File: config.mk
export PLATFORM = sky130hd
export DESIGN_NAME = branch_predictor_bht
export DESIGN_NICKNAME = d
export VERILOG_FILES = /design/src/rtl/bp_pkg.sv /design/src/rtl/bp_counter_table.sv /design/src/rtl/branch_predictor_bht.sv
export SDC_FILE = /design/constraint.sdc
export NUM_CORES = 1
export LEC_CHECK = 0
export ABC_AREA = 1
export BUFFER_PORTS_ARGS = -buffer_cell sky130_fd_sc_hd__buf_4
export CELL_PAD_IN_SITES_DETAIL_PLACEMENT = 1
export CELL_PAD_IN_SITES_GLOBAL_PLACEMENT = 1
export CORE_MARGIN = 2
export CORE_UTILIZATION = 41
export DETAILED_ROUTE_END_ITERATION = 8
export GPL_TIMING_DRIVEN = 0
export HOLD_SLACK_MARGIN = 0.05
export PLACE_DENSITY = 0.94
export SYNTH_ARGS = -nofsm -noshare
export SYNTH_HDL_FRONTEND = slang
export SYNTH_HIERARCHICAL = 1
export SYNTH_SLANG_ARGS = --single-unit
File: constraint.sdc
create_clock -name clk -period 5 [get_ports clk]
set_input_delay 1 -clock clk [delete_from_list [all_inputs] [get_ports clk]]
set_output_delay 1 -clock clk [all_outputs]
set_load 0.005 [all_outputs]
File: src/rtl/bp_pkg.sv
// rtl/bp_pkg.sv - shared constants and counter helper for the branch predictor
package bp_pkg;
    localparam int MODE_TAKEN     = 0;
    localparam int MODE_NOT_TAKEN = 1;
    localparam int MODE_BIMODAL   = 2;
    localparam int CNT_MAX_BITS   = 8;

    // Counters narrower than CNT_MAX_BITS travel in the low bits; cnt_max bounds the climb.
    function automatic logic [CNT_MAX_BITS-1:0] sat_update(
        input logic [CNT_MAX_BITS-1:0] cnt,
        input logic                    taken,
        input logic [CNT_MAX_BITS-1:0] cnt_max
    );
        logic [CNT_MAX_BITS-1:0] nxt;
        nxt = cnt;
        if (taken && (cnt != cnt_max)) begin
            nxt = cnt + 8'd1;
        end else if (!taken && (cnt != '0)) begin
            nxt = cnt - 8'd1;
        end
        return nxt;
    endfunction
endpackage

File: src/rtl/bp_counter_table.sv
// rtl/bp_counter_table.sv - saturating counter table, async read, sync write
module bp_counter_table #(
    parameter int IDX_BITS  = 4,
    parameter int CNT_BITS  = 2,
    parameter int RESET_CNT = 1
) (
    input  logic                clk,
    input  logic                rst_n,
    input  logic [IDX_BITS-1:0] rd_idx,
    output logic [CNT_BITS-1:0] rd_cnt,
    input  logic                wr_en,
    input  logic [IDX_BITS-1:0] wr_idx,
    input  logic [CNT_BITS-1:0] wr_cnt
);
    localparam int ENTRIES = 1 << IDX_BITS;

    logic [CNT_BITS-1:0] mem_q [ENTRIES];
    logic [CNT_BITS-1:0] mem_d [ENTRIES];

    always_comb begin
        mem_d = mem_q;
        if (wr_en) begin
            mem_d[wr_idx] = wr_cnt;
        end
    end

    always_ff @(posedge clk) begin
        if (!rst_n) begin
            for (int i = 0; i < ENTRIES; i++) begin
                mem_q[i] <= CNT_BITS'(RESET_CNT);
            end
        end else begin
            mem_q <= mem_d;
        end
    end

    assign rd_cnt = mem_q[rd_idx];
endmodule

File: src/rtl/branch_predictor_bht.sv
// rtl/branch_predictor_bht.sv - IF-stage branch prediction with ID-stage resolve
module branch_predictor_bht
    import bp_pkg::*;
#(
    parameter int MODE      = MODE_BIMODAL,
    parameter int IDX_BITS  = 4,
    parameter int CNT_BITS  = 2,
    parameter int RESET_CNT = 1,
    parameter int STAT_BITS = 16
) (
    input  logic                 clk,
    input  logic                 rst_n,
    input  logic                 stall,
    input  logic                 branch_IF,
    input  logic [31:0]          pc_IF,
    input  logic [31:0]          PC_add_4,
    input  logic [31:0]          PC_add_imm,
    input  logic                 branch_ID,
    input  logic                 jump_or_not,
    output logic [31:0]          PC_out,
    output logic                 predict_jump,
    output logic                 correct,
    output logic [STAT_BITS-1:0] branch_cnt,
    output logic [STAT_BITS-1:0] mispred_cnt
);
    logic                 pend_valid_q, pend_valid_d;
    logic                 pred_q, pred_d;
    logic [IDX_BITS-1:0]  idx_q, idx_d;
    logic [31:0]          add4_q, add4_d;
    logic [31:0]          imm_q, imm_d;
    logic [CNT_BITS-1:0]  cnt_q, cnt_d;
    logic [STAT_BITS-1:0] branch_cnt_q, branch_cnt_d;
    logic [STAT_BITS-1:0] mispred_cnt_q, mispred_cnt_d;

    logic [IDX_BITS-1:0]  idx_if;
    logic [CNT_BITS-1:0]  rd_cnt, wr_cnt;
    logic                 tbl_we, lookup, resolve, mispredict, pred_if;
    logic                 unused_pc_bits;

    assign idx_if         = pc_IF[IDX_BITS+1:2];
    assign unused_pc_bits = ^{pc_IF[31:IDX_BITS+2], pc_IF[1:0]};
    assign lookup         = branch_IF & ~stall;
    assign resolve        = branch_ID & ~stall & pend_valid_q;
    assign mispredict     = resolve & (pred_q != jump_or_not);
    assign tbl_we         = resolve & (MODE == MODE_BIMODAL);
    assign wr_cnt         = CNT_BITS'(sat_update(CNT_MAX_BITS'(cnt_q), jump_or_not,
                                                 CNT_MAX_BITS'((1 << CNT_BITS) - 1)));

    bp_counter_table #(
        .IDX_BITS  (IDX_BITS),
        .CNT_BITS  (CNT_BITS),
        .RESET_CNT (RESET_CNT)
    ) u_table (
        .clk    (clk),
        .rst_n  (rst_n),
        .rd_idx (idx_if),
        .rd_cnt (rd_cnt),
        .wr_en  (tbl_we),
        .wr_idx (idx_q),
        .wr_cnt (wr_cnt)
    );

    always_comb begin
        pred_if = 1'b0;
        if (MODE == MODE_TAKEN) begin
            pred_if = 1'b1;
        end else if (MODE == MODE_BIMODAL) begin
            pred_if = rd_cnt[CNT_BITS-1];
        end
    end

    always_comb begin
        correct      = ~mispredict;
        predict_jump = 1'b0;
        PC_out       = PC_add_4;
        if (mispredict) begin
            PC_out = jump_or_not ? imm_q : add4_q;
        end else if (lookup) begin
            predict_jump = pred_if;
            PC_out       = pred_if ? PC_add_imm : PC_add_4;
        end
    end

    // The prediction sees the pre-update counter, but the pending copy takes the
    // freshly written value so the next resolve steps from the right base.
    always_comb begin
        pend_valid_d  = pend_valid_q;
        pred_d        = pred_q;
        idx_d         = idx_q;
        add4_d        = add4_q;
        imm_d         = imm_q;
        cnt_d         = cnt_q;
        branch_cnt_d  = branch_cnt_q;
        mispred_cnt_d = mispred_cnt_q;
        if (!stall) begin
            pend_valid_d = lookup & ~mispredict;
            if (lookup && !mispredict) begin
                pred_d = pred_if;
                idx_d  = idx_if;
                add4_d = PC_add_4;
                imm_d  = PC_add_imm;
                cnt_d  = (tbl_we && (idx_q == idx_if)) ? wr_cnt : rd_cnt;
            end
            if (resolve && (branch_cnt_q != '1)) begin
                branch_cnt_d = branch_cnt_q + STAT_BITS'(1);
            end
            if (mispredict && (mispred_cnt_q != '1)) begin
                mispred_cnt_d = mispred_cnt_q + STAT_BITS'(1);
            end
        end
    end

    always_ff @(posedge clk) begin
        if (!rst_n) begin
            pend_valid_q  <= 1'b0;
            pred_q        <= 1'b0;
            idx_q         <= '0;
            add4_q        <= '0;
            imm_q         <= '0;
            cnt_q         <= '0;
            branch_cnt_q  <= '0;
            mispred_cnt_q <= '0;
        end else begin
            pend_valid_q  <= pend_valid_d;
            pred_q        <= pred_d;
            idx_q         <= idx_d;
            add4_q        <= add4_d;
            imm_q         <= imm_d;
            cnt_q         <= cnt_d;
            branch_cnt_q  <= branch_cnt_d;
            mispred_cnt_q <= mispred_cnt_d;
        end
    end

    assign branch_cnt  = branch_cnt_q;
    assign mispred_cnt = mispred_cnt_q;
endmodule

# After elaboration in Yosys (flattened, before gate mapping)

Cells that the tools add are included.

Output and inout bits: 66
Register bits after elaboration: 136
Logic and storage cells: 73
Input bits: 102

Bitwise logic cells: 9
Order comparisons: 3
$add $sub $neg: 4
Reductions and logical operators: 13
Mux-type cells: 15
Equality and inequality tests: 5

Operators by type and width:

| operator                                                  | number |
|---|---|
| two-way mux 32 bit                                        | 4 |
| adder 16 x 1 -> 16 bit (second input constant)            | 2 |
| bitwise mux 32 bit                                        | 1 |
| != test 16 bit (second input constant)                    | 2 |
| two-way mux 2 bit                                         | 6 |
| greater-or-equal comparator 5 bit (second input constant) | 2 |
| inverter 4 -> 5 bit                                       | 2 |
| binary-select mux 2 bit (select 4 bit)                    | 1 |
| demux 2 bit (select 4 bit)                                | 1 |
| logical AND 1 bit                                         | 7 |
| AND reduction 2 bit                                       | 3 |
| bitwise AND 1 bit                                         | 5 |
| < comparator 5 x 1 -> 1 bit (second input constant)       | 1 |
| equality test 4 bit                                       | 1 |
| adder 2 x 1 -> 2 bit (second input constant)              | 1 |
| zero test 1 bit                                           | 2 |
| two-way mux 1 bit                                         | 2 |
| != test 2 bit (second input constant)                     | 1 |
| inverter 1 bit                                            | 2 |
| nonzero test 2 bit                                        | 1 |
| subtractor 2 x 1 -> 2 bit (second input constant)         | 1 |
| != test 1 bit                                             | 1 |

# Depth between registers and ports, before layout

Gate-level depths: netlist (run 1).

Depth in word-level cells: 7
Gate-level depth with buffers: 12
Mapped depth without buffers: 11

# Hierarchy

Netlist (run 1), hierarchy kept.

Modules (own cells, without submodules):

| module               | sequential area each (um2) | times used | area each (um2) | cells an instance |
|---|---|---|---|---|
| branch_predictor_bht | 2082.0                     | 1          | 5685.5          | 864 |
| bp_counter_table     | 640.6                      | 1          | 1624.1          | 254 |

# Worst setup path after synthesis (run 1)

OpenSTA, ideal clock, no wires.

Kind: input-to-output
Start point: in pc_IF[2]
End point: out PC_out[10]
Stages on the path: 12
Setup slack: 1671 ps
Arrival: 2329 ps
Path through: buf_4 -> inv_1 -> buf_4 -> nand2_1 -> nand3_1 -> nand3_1 -> nand3_1 -> nand2_1 -> nand2_2 -> buf_4 -> mux2i_1 -> o21ai_0

Longest elaborated chain between the ends: 7

Ends and longest elaborated chain:

| element                                              | line                       | source |
|---|---|---|
| start: declaration                                   | branch_predictor_bht.sv:15 | `input logic [31:0] pc_IF,` |
| inverter 4 -> 5 bit (not written as such)            | bp_counter_table.sv:37     | `assign rd_cnt = mem_q[rd_idx];` |
| binary-select mux 2 bit (select 4 bit)               | bp_counter_table.sv:37     |  |
| two-way mux 2 bit (not written as such) (2 in a row) | bp_counter_table.sv:37     |  |
| named net rd_cnt[1]                                  | branch_predictor_bht.sv:36 | `logic [CNT_BITS-1:0] rd_cnt, wr_cnt;` |
| two-way mux 32 bit                                   | branch_predictor_bht.sv:80 | `PC_out = pred_if ? PC_add_imm : PC_add_4;` |
| two-way mux 32 bit                                   | branch_predictor_bht.sv:78 | `end else if (lookup) begin` |
| two-way mux 32 bit                                   | branch_predictor_bht.sv:76 | `if (mispredict) begin` |
| end: declaration                                     | branch_predictor_bht.sv:20 | `output logic [31:0] PC_out,` |

The timed path passes the listed nets, and every way through them passes these cells. The select of a mux whose other input is x is not followed.

# Worst setup path after layout (run 1)

Start point: in pc_IF[3]
End point: out PC_out[2]

The elaborated chain is that of the path after synthesis.

==> reports/metrics.csv, run 1 <==
stage;metric;value;unit
outcome;status;finished, final reports clean;
critical_path;crit_chain;buf_4 > clkbuf_1 > inv_1 > nand3_1 > nand3_1 > nand3_1 > nand2_1 > nand2_2 > buf_4 > mux2i_1 > o21ai_0 > buf_4;
clock_network;cts_root_buf;clkbuf_16;
clock_network;clkLatencyLatePin;0.43;ns
sta;timing.final.max_slew_violations;0;
layout;fin_nets;1380;
grt;grt_usage;27.9;%
synth;yosys-top-cells-area;dfxtp_1, nand2_1, nor2_1;
routing;detail-route-antenna-nets;0;
sta;finalCriticalPeriod;4.28;ns
floorplan;die_width;138;um
critical_path;r2r-end;u_table/mem_q[30];
routing;drt_iter0_markers;403;
grt;grt-ovfl-total;0;
critical_path;crit_path_top_delay_cell;clkbuf_1;
grt;grt_max_degree;17;
critical_path;r2r_cells;10;
clock_network;cts_tree;done;
critical_path;critPathMaxStageDelay;0.33;ns
sta;finalHoldViolCount;0;
synth;syn_area;7310;sq um
floorplan;start_util;42.1;%
synth;syn_inst;1118;
floorplan;core;17400;sq um
power;powerDensity;300;nW/um^2
synth;yosysWarnings;6;
clock_network;postCtsSetupBuffers;0;
critical_path;reg2reg_slack;3.15;ns
sta;fin_ws;0.720;ns
placed_design;io_buffers;137;
power;vdd_ir_drop_max;259;uV
layout;drive_gt1_share;17.1;%
clock_network;cts.clk_slew.worst_paths;0.05;ns
clock_network;htree_levels;4;
grt;grt_pass1_wl;41.3;mm
routing;routed_wl;26.1;mm
routing;drc;0;
clock_network;cts_made_buffers;17;
synth;netlist.area_leader.share;37.2;%
sta;max_freq;234;MHz
placed_design;place_congestion;0.836;
sta;tns;0;ns
worst_hold_path;hold_path.class;reg -> reg;
grt;antenna_found_initial;0;
critical_path;critPathKind;in -> out;
clock_network;postCtsHoldBufs;0;
sta;timing.final.crit_share;85.6;%
floorplan;num_rows;48;
routing;via_per_inst;5.37;
synth;synth_seq_cells;136;
synth;synth_top_area_cell;dfxtp_1;
placed_design;hpwl;18.1;mm
synth;synthesis.area_per_instance;6.54;sq um
sta;worstMarginPinSlew;0.614;ns
clock_network;cts-resized-gates;0;
floorplan;io_pins;168;
clock_network;clock_tree.buffer_depth;2;
power;p_leak;4.29;nW
floorplan;die_area;18900;sq um
layout;area_growth_syn_to_layout;25.9;%
grt;grt_pass1_vias;8309;
critical_path;crit_cells;12;
sta;clock_skew;0.00822;ns
clock_network;cts.sinks;136;
critical_path;reg2reg_from;cnt_q[0];
critical_path;crit_family;buffers and inverters;
critical_path;worstPathArrival;3.28;ns
critical_path;worstPathRequired;4.00;ns
sta;maxSlewHeadroom;59.1;%
routing;vias;8117;
layout;final_common_cell;nand2_1;
synth;synth_fp_nets;1224;
synth;yosysUniqueCellTypes;33;
job;maxCapViolations;0;
critical_path;crit_path_max_fanout;10;
layout;antenna_cells;0;
layout;final_cell_mix;nand2_1, nor2_1, buf_4;
sta;setup_violations;0;
sta;rsz0062_at_grt;false;
critical_path;path_buf_inv;5;
critical_path;worstSetupStartpoint;pc_IF[3];
critical_path;endpoint;PC_out[2];
routing;first_pass_iters;5;
critical_path;end_kind;output port;
critical_path;cp-start-kind;primary input;
routing;routedWlPerCell;17.3;um
synth;seq_area_frac_synth;37.2;%
floorplan;die_h;138;um
placed_design;dp_slack;0.869;ns
-- Yosys cell counts --
cell type and instances:
nand4_1 8, dfxtp_1 136, nand3_1 57, o21ai_2 1, nand2_4 2, nand3b_1 3, o21ai_1 57, nand3_2 1
nand2_1 312, xor2_1 6, o21ai_0 68, nor2_2 5, xor2_2 1, o21ai_4 1, and3_1 1, o211ai_1 11
clkbuf_1 22, nand2_2 3, ha_1 4, buf_4 12, buf_6 12, xnor2_1 6, a21oi_2 1, a21oi_1 38
and2_1 1, buf_1 1, mux2i_1 32, inv_1 80, buf_2 10, nor3_1 11, nor2_4 2, nor2_1 211
inv_2 2
-- sequential cells by signal, summed over array words and instances, names as in the netlist --
register / count
imm_q: 32
idx_q: 4
pend_valid_q: 1
branch_cnt: 16
u_table/mem_q: 32
add4_q: 32
cnt_q: 2
mispred_cnt: 16
pred_q: 1
-- tightest hold or removal path: stages, from the launching register on --
cell,delay [ns]
dfxtp_1,0.32
nand2_1,0.05
nand3_1,0.06
-- report_power, final --
group / switching, mW / internal (mW)
Combinational: 0.219 / 0.149
Sequential: 0.0261 / 1.12
Clock: 0.479 / 0.759
-- kinds of logic after synthesis --
| logic type | synth area share [%] |
|---|---|
| and+or+nand+nor | 34.1 |
| AOI/OAI and AO/OA | 12.8 |
| buffers and inverters | 9.16 |
| DFF | 37.2 |
| muxes | 4.38 |
| xor gates and xnor gates | 1.66 |
| adders and majority gates | 0.685 |
-- routing by layer --
layer | wire [um] | part of all wire, % | global-route usage, %
met2 | 12700 | 49 | 48.0
met4 | 625 | 2.4 | 10.5
met1 | 11200 | 43 | 34.2
met5 | 0 | 0 | 0
met3 | 1570 | 6.0 | 5.74
-- how the worst min path moves through the flow --
stage,to,startpoint,cells past startpoint
6_report,u_table/mem_q[8],u_table/mem_q[8],2
3_3_place_gp,u_table/mem_q[30],u_table/mem_q[30],2
4_1_cts,u_table/mem_q[8],u_table/mem_q[8],2
3_5_place_dp,u_table/mem_q[30],u_table/mem_q[30],2
5_1_grt,u_table/mem_q[17],u_table/mem_q[17],2
2_1_floorplan,u_table/mem_q[21],u_table/mem_q[21],2
-- metrics by stage --
| stage | power, mW | hold WS [ns] | instance area [sq um] | util, % | std cells |
|---|---|---|---|---|---|
| after floorplan | 1.36 | 0.429 | 7310 | - | 1118 |
| after global placement | 1.51 | 0.441 | 8620 | 49.7 | 1480 |
| after detailed placement | 1.53 | 0.447 | 8620 | 49.7 | 1480 |
| after CTS | 2.77 | 0.469 | 9200 | 53.0 | 1512 |
| after global routing | 2.86 | 0.493 | 9200 | 53.0 | 1512 |
| final | 2.76 | 0.461 | 9200 | 53.0 | 1512 |
-- final cells by class --
type                       instances  area [sq um]
buffer                            57           362
inverter                          82           308
clock inverter                     7          65.1
multi-input combinational        843          3920
sequential                       136          2720
fill                            2286          8160
clock buffer                      25           515
timing repair buffer             137          1030
tap                              225           282
(Power assumes the default switching activity.)
==> inputs of run 2 (changes only) <==
--- a/config.mk
+++ b/config.mk
@@ -5,12 +5,11 @@
 export SDC_FILE = /design/constraint.sdc
 export NUM_CORES = 1
 export LEC_CHECK = 0
-export ABC_AREA = 1
 export BUFFER_PORTS_ARGS = -buffer_cell sky130_fd_sc_hd__buf_4
 export CELL_PAD_IN_SITES_DETAIL_PLACEMENT = 1
 export CELL_PAD_IN_SITES_GLOBAL_PLACEMENT = 1
 export CORE_MARGIN = 2
-export CORE_UTILIZATION = 41
+export CORE_UTILIZATION = 42
 export DETAILED_ROUTE_END_ITERATION = 8
 export GPL_TIMING_DRIVEN = 0
 export HOLD_SLACK_MARGIN = 0.05
==> reports/metrics.csv, run 2 <==
stage;metric;value;unit
critical_path;critPathKind;in -> out;
clock_network;cts.sinks;136;
sta;clock_skew;0.00850;ns
sta;finalCriticalPeriod;4.68;ns
sta;finalHoldViolCount;0;
worst_hold_path;hold_path.class;reg -> reg;
placed_design;hpwl;17.8;mm
placed_design;place_congestion;0.851;
routing;via_per_inst;5.95;
sta;timing.final.max_slew_violations;0;
clock_network;cts.clk_slew.worst_paths;0.05;ns
clock_network;cts_tree;done;
placed_design;dp_slack;0.435;ns
clock_network;clock_tree.buffer_depth;2;
critical_path;end_kind;output port;
placed_design;io_buffers;139;
synth;yosysWarnings;6;
synth;syn_inst;910;
layout;final_common_cell;nand2_1;
routing;drt_iter0_markers;544;
sta;setup_violations;0;
floorplan;start_util;43.2;%
synth;synth_most_common_cell;nand2_1;
floorplan;die_h;132;um
synth;synthArstFlopShare;0;%
critical_path;worstPathArrival;3.68;ns
layout;antenna_cells;0;
layout;reg_top3;add4_q (32), imm_q (32), u_table/mem_q (32);
power;powerDensity;297;nW/um^2
routing;routedWlPerCell;20.5;um
clock_network;postCtsSetupBuffers;0;
grt;grt_usage;30.0;%
synth;synthesis.area_per_instance;7.59;sq um
sta;worstMarginPinSlew;0.869;ns
synth;synth_fp_nets;1016;
synth;synth_flop_cell;dfxtp_1;
synth;yosys-top-cells-area;dfxtp_1, nand2_1, a21oi_1;
synth;synth_top_area_cell;dfxtp_1;
clock_network;cts-resized-gates;0;
clock_network;htree_levels;4;
synth;synth_enable_flop_cells;0;
layout;final_cell_mix;nand2_1, buf_4, dfxtp_1;
sta;maxSlewHeadroom;41.5;%
layout;fin_nets;1174;
floorplan;die_area;17500;sq um
synth;synth_seq_cells;136;
sta;rsz0062_at_grt;false;
grt;grt_pass1_wl;42.3;mm
synth;yosysUniqueCellTypes;51;
layout;area_growth_syn_to_layout;26.8;%
floorplan;die_width;132;um
sta;fin_ws;0.321;ns
sta;timing.final.crit_share;93.6;%
synth;syn_area;6910;sq um
grt;grt-ovfl-total;0;
routing;detail-route-antenna-nets;0;
routing;routed_wl;26.5;mm
layout;drive_gt1_share;16.3;%
routing;first_pass_iters;5;
clock_network;cts_root_buf;clkbuf_16;
power;p_leak;3.22;nW
critical_path;worstPathRequired;4.00;ns
grt;antenna_found_initial;0;
synth;seq_area_frac_synth;39.4;%
routing;drc;0;
synth;synthTopCellsByCount;nand2_1, dfxtp_1, a21oi_1, nand3_1, clkbuf_1;
floorplan;core;16000;sq um
grt;grt_max_degree;18;
power;vdd_ir_drop_max;259;uV
sta;max_freq;214;MHz
clock_network;postCtsHoldBufs;0;
floorplan;io_pins;168;
clock_network;cts_made_buffers;17;
outcome;status;finished, final reports clean;
job;maxCapViolations;0;
grt;grt_pass1_vias;8093;
critical_path;crit_path_max_fanout;10;
routing;vias;7708;
floorplan;num_rows;46;
sta;tns;0;ns
synth;netlist.area_leader.share;39.4;%
clock_network;clkLatencyLatePin;0.43;ns
critical_path;cp-start-kind;primary input;
run 2: changes by cell type after synthesis, sizes merged, moves of 33 or more:
cell	before	now
a21oi	39	87
nor2b	0	38
a31oi	0	33
clkbuf	22	62
nand2	317	241
o21ai	127	43
a211oi	0	38
inv	82	10
nor2	218	5
run 2: cell families after synthesis:
logic type      count (synthesis)  share of synthesized area, %
simple gates                  419                          28.4
compound gates                238                          20.8
fa+ha+maj                       4                         0.725
xor+xnor                        6                         0.761
mux                            24                          5.15
flops                         136                          39.4
buf+inv                        83                          4.69
run 2: stage by stage:
stage                     instance area [sq um]  cells  utilization, %  total power, mW  hold WS [ns]
after floorplan                            6910    910               -             1.28         0.432
after global placement                     8220   1265            51.4             1.41         0.437
after detailed placement                   8220   1265            51.4             1.42         0.442
after CTS                                  8760   1296            54.7             2.59         0.449
after global routing                       8760   1296            54.7             2.67         0.473
final                                      8760   1296            54.7             2.60         0.447
run 2: per-layer routing:
layer | GRT usage (%) | vias to the layer above | share of wire [%]
li1 | - | 3524 | -
met1 | 36.0 | 3745 | 41
met2 | 51.2 | 359 | 49
met3 | 5.65 | 80 | 6.6
met4 | 15.5 | 0 | 3.6
met5 | 0 | - | 0
run 2: worst paths after layout:
path	startpoint	end	cells after the start	slack, ns
setup / recovery	pc_IF[3]	PC_out[12]	10	0.32
hold / removal	add4_q[6]	add4_q[6]	2	0.45
setup reg to reg	pend_valid_q	u_table/mem_q[29]	7	2.34
hold reg to reg	add4_q[6]	add4_q[6]	2	0.45
run 2: worst max-delay path, cell delays in order:
cell and delay (ns):
buf_4 0.11, clkbuf_1 0.44, mux4_2 0.39, a22oi_1 0.23, nand3_1 0.19, nand2_1 0.25, clkbuf_1 0.46, nand2_1 0.18
a31oi_1 0.27, buf_4 0.16
run 2: layout make-up:
class / instances / area, sq um
inverter: 10 / 37.5
clock buffer: 28 / 497
clock inverter: 3 / 40.0
multi-input combinational: 691 / 3860
fill: 2077 / 7240
timing repair buffer: 139 / 1040
buffer: 73 / 287
tap: 216 / 270
sequential: 136 / 2720
run 2: power by group:
group	switching (mW)	internal, mW	leakage (nW)	total [mW]
combinational	0.164	0.112	1.86	0.276
clock	0.472	0.720	0.262	1.19
sequential	0.0184	1.11	1.10	1.13
==> inputs of run 3 (changes only) <==
--- a/config.mk
+++ b/config.mk
@@ -16,5 +16,4 @@
 export PLACE_DENSITY = 0.94
 export SYNTH_ARGS = -nofsm -noshare
 export SYNTH_HDL_FRONTEND = slang
-export SYNTH_HIERARCHICAL = 1
 export SYNTH_SLANG_ARGS = --single-unit
==> reports/metrics.csv, run 3 <==
stage;metric;value;unit
worst_hold_path;hold_path.class;reg -> reg;
placed_design;place_congestion;0.842;
sta;maxSlewHeadroom;23.2;%
floorplan;start_util;43.1;%
floorplan;core;16000;sq um
routing;first_pass_iters;5;
synth;seq_area_frac_synth;39.4;%
layout;ff_latch_area;2720;sq um
critical_path;path_buf_inv;5;
layout;area_growth_syn_to_layout;27.5;%
synth;synthArstFlopShare;0;%
grt;grt_pass1_wl;42.8;mm
floorplan;io_pins;168;
sta;tns;0;ns
synth;synthesis.area_per_instance;7.79;sq um
clock_network;postCtsSetupBuffers;0;
synth;synth_fp_nets;992;
power;combPwrFrac;12.1;%
synth;yosysUniqueCellTypes;47;
sta;setup_violations;0;
synth;yosysWarnings;0;
routing;routedWlPerCell;21.0;um
sta;clock_skew;0.00906;ns
grt;grt_max_degree;17;
power;p_sw;722;uW
synth;netlist.area_leader.share;39.4;%
floorplan;die_width;132;um
power;p_sw_share;25.7;%
clock_network;clock_tree.buffer_depth;2;
grt;antenna_found_initial;0;
clock_network;postCtsHoldBufs;0;
critical_path;crit_chain;buf_4 > clkbuf_4 > nor2_1 > a22oi_1 > and4_1 > clkbuf_1 > clkbuf_1 > nor3_1 > a311o_1 > buf_4;
clock_network;cts-resized-gates;0;
synth;yosys-top-cells-area;dfxtp_1, nand2_1, mux2i_1;
layout;finish.utilization;55.0;%
clock_network;htree_levels;4;
synth;syn_inst;886;
layout;n_fill_cell;2028;
layout;fin_nets;1146;
critical_path;crit_path_top_delay_cell;clkbuf_1;
sta;finalCriticalPeriod;4.35;ns
layout;layout.cells.non_filler;1269;
layout;multi_input_area;3820;sq um
job;maxCapViolations;0;
clock_network;cts_tree;done;
routing;routed_wl;26.6;mm
clock_network;cts_root_buf;clkbuf_16;
power;p_int;2.09;mW
critical_path;crit_path_max_fanout;10;
layout;final_common_cell;nand2_1;
critical_path;critPathMaxStageDelay;0.47;ns
clock_network;cts.sinks;136;
synth;syn_area;6900;sq um
sta;rsz0062_at_grt;false;
clock_network;cts.clk_slew.worst_paths;0.06;ns
critical_path;critPathKind;in -> out;
layout;drive_gt1_share;17.3;%
power;powerDensity;320;nW/um^2
critical_path;cp-start-kind;primary input;
power;vdd_ir_drop_max;225;uV
placed_design;dp_cells;1237;
synth;synthTopCellsByCount;nand2_1, dfxtp_1, nor2_1, a21oi_1;
critical_path;end_kind;output port;
floorplan;num_rows;46;
critical_path;worstPathArrival;3.35;ns
clock_network;clkLatencyLatePin;0.43;ns
power;power_frac_seq;40.2;%
grt;grt_usage;30.3;%
clock_network;cts_made_buffers;17;
floorplan;die_h;132;um
placed_design;hpwl;17.3;mm
routing;detail-route-antenna-nets;0;
sta;timing.final.max_slew_violations;0;
routing;vias;7527;
critical_path;worstPathRequired;4.00;ns
synth;synth_flop_cell;dfxtp_1;
layout;antenna_cells;0;
routing;via_per_inst;5.93;
sta;timing.final.crit_share;87.1;%
grt;grt-ovfl-total;0;
critical_path;crit_family;buffers and inverters;
layout;final_cell_mix;nand2_1, dfxtp_1, buf_4;
power;power.share.clock;47.7;%
routing;drt_iter0_markers;601;
placed_design;io_buffers;135;
sta;worstMarginPinSlew;1.15;ns
sta;finalHoldViolCount;0;
layout;reg_top3;add4_q (32), imm_q (32), u_table.mem_q (32);
power;p_leak;3.50;nW
sta;max_freq;230;MHz
grt;grt_pass1_vias;8146;
synth;synth_top_area_cell;dfxtp_1;
routing;drc;0;
synth;synth_enable_flop_cells;0;
floorplan;die_area;17500;sq um
synth;synth_seq_cells;136;
outcome;status;finished, final reports clean;
synth;synth_most_common_cell;nand2_1;
-- run 3: worst register-to-register path, cell delays in order, from the launching register on --
cell and delay (ns):
dfxtp_1 0.33, xor2_1 0.21, a31oi_1 0.89, clkbuf_1 0.49, nand2_1 0.13, a21oi_1 0.21
-- run 3: per-stage QoR --
stage	power (mW)	hold slack (ns)	instance area, sq um	setup slack (ns)
detailed placement	1.48	0.447	8190	0.737
global placement	1.47	0.441	8190	0.765
global route	2.89	0.476	8800	0.516
floorplan	1.32	0.435	6900	1.37
CTS	2.81	0.457	8800	0.688
finish	2.81	0.454	8800	0.646
-- run 3: cell families (layout without fill, tap and decap cells) --
kind of cell	count (synthesis)	count (layout)	share of synthesized area, %
xor+xnor	30	30	3.81
buf+inv	76	243	5.13
mux	57	57	9.17
simple gates	435	435	27.7
fa+ha+maj	4	4	0.725
flops	136	136	39.4
compound gates	148	148	14.0
-- run 3: final cells by class --
type | count | area share (%)
plain buffers | 70 | 3.77
clock buffers | 21 | 5.00
multi-input cells | 674 | 43.5
flip-flops and latches | 136 | 30.9
well taps | 216 | 3.07
inverters | 6 | 0.256
repair buffers | 135 | 11.5
clock inverters | 11 | 1.98
-- run 3: final timing paths --
path               from  slack, ns          to  depth (start not counted)
max            pc_IF[3]       0.65  PC_out[28]                         10
min          add4_q[21]       0.45  add4_q[21]                          2
max reg2reg      pred_q       2.64  add4_q[27]                          5
min reg2reg  add4_q[21]       0.45  add4_q[21]                          2
-- run 3: power groups by stage --
| stage | Clock, mW | Sequential (mW) | Combinational [mW] |
|---|---|---|---|
| floorplan | 0 | 1.15 | 0.174 |
| global placement | 0 | 1.15 | 0.315 |
| detailed placement | 0 | 1.15 | 0.325 |
| CTS | 1.34 | 1.13 | 0.335 |
| global route | 1.39 | 1.13 | 0.365 |
| finish | 1.34 | 1.13 | 0.340 |
-- run 3: routing by layer --
layer  share of wire [%]  wire length (um)  GRT usage, %
met3                 6.0              1600          6.19
met4                 4.0              1060          15.0
met1                  41             10900          35.9
met5                   0                 0             0
met2                  49             13100          52.4
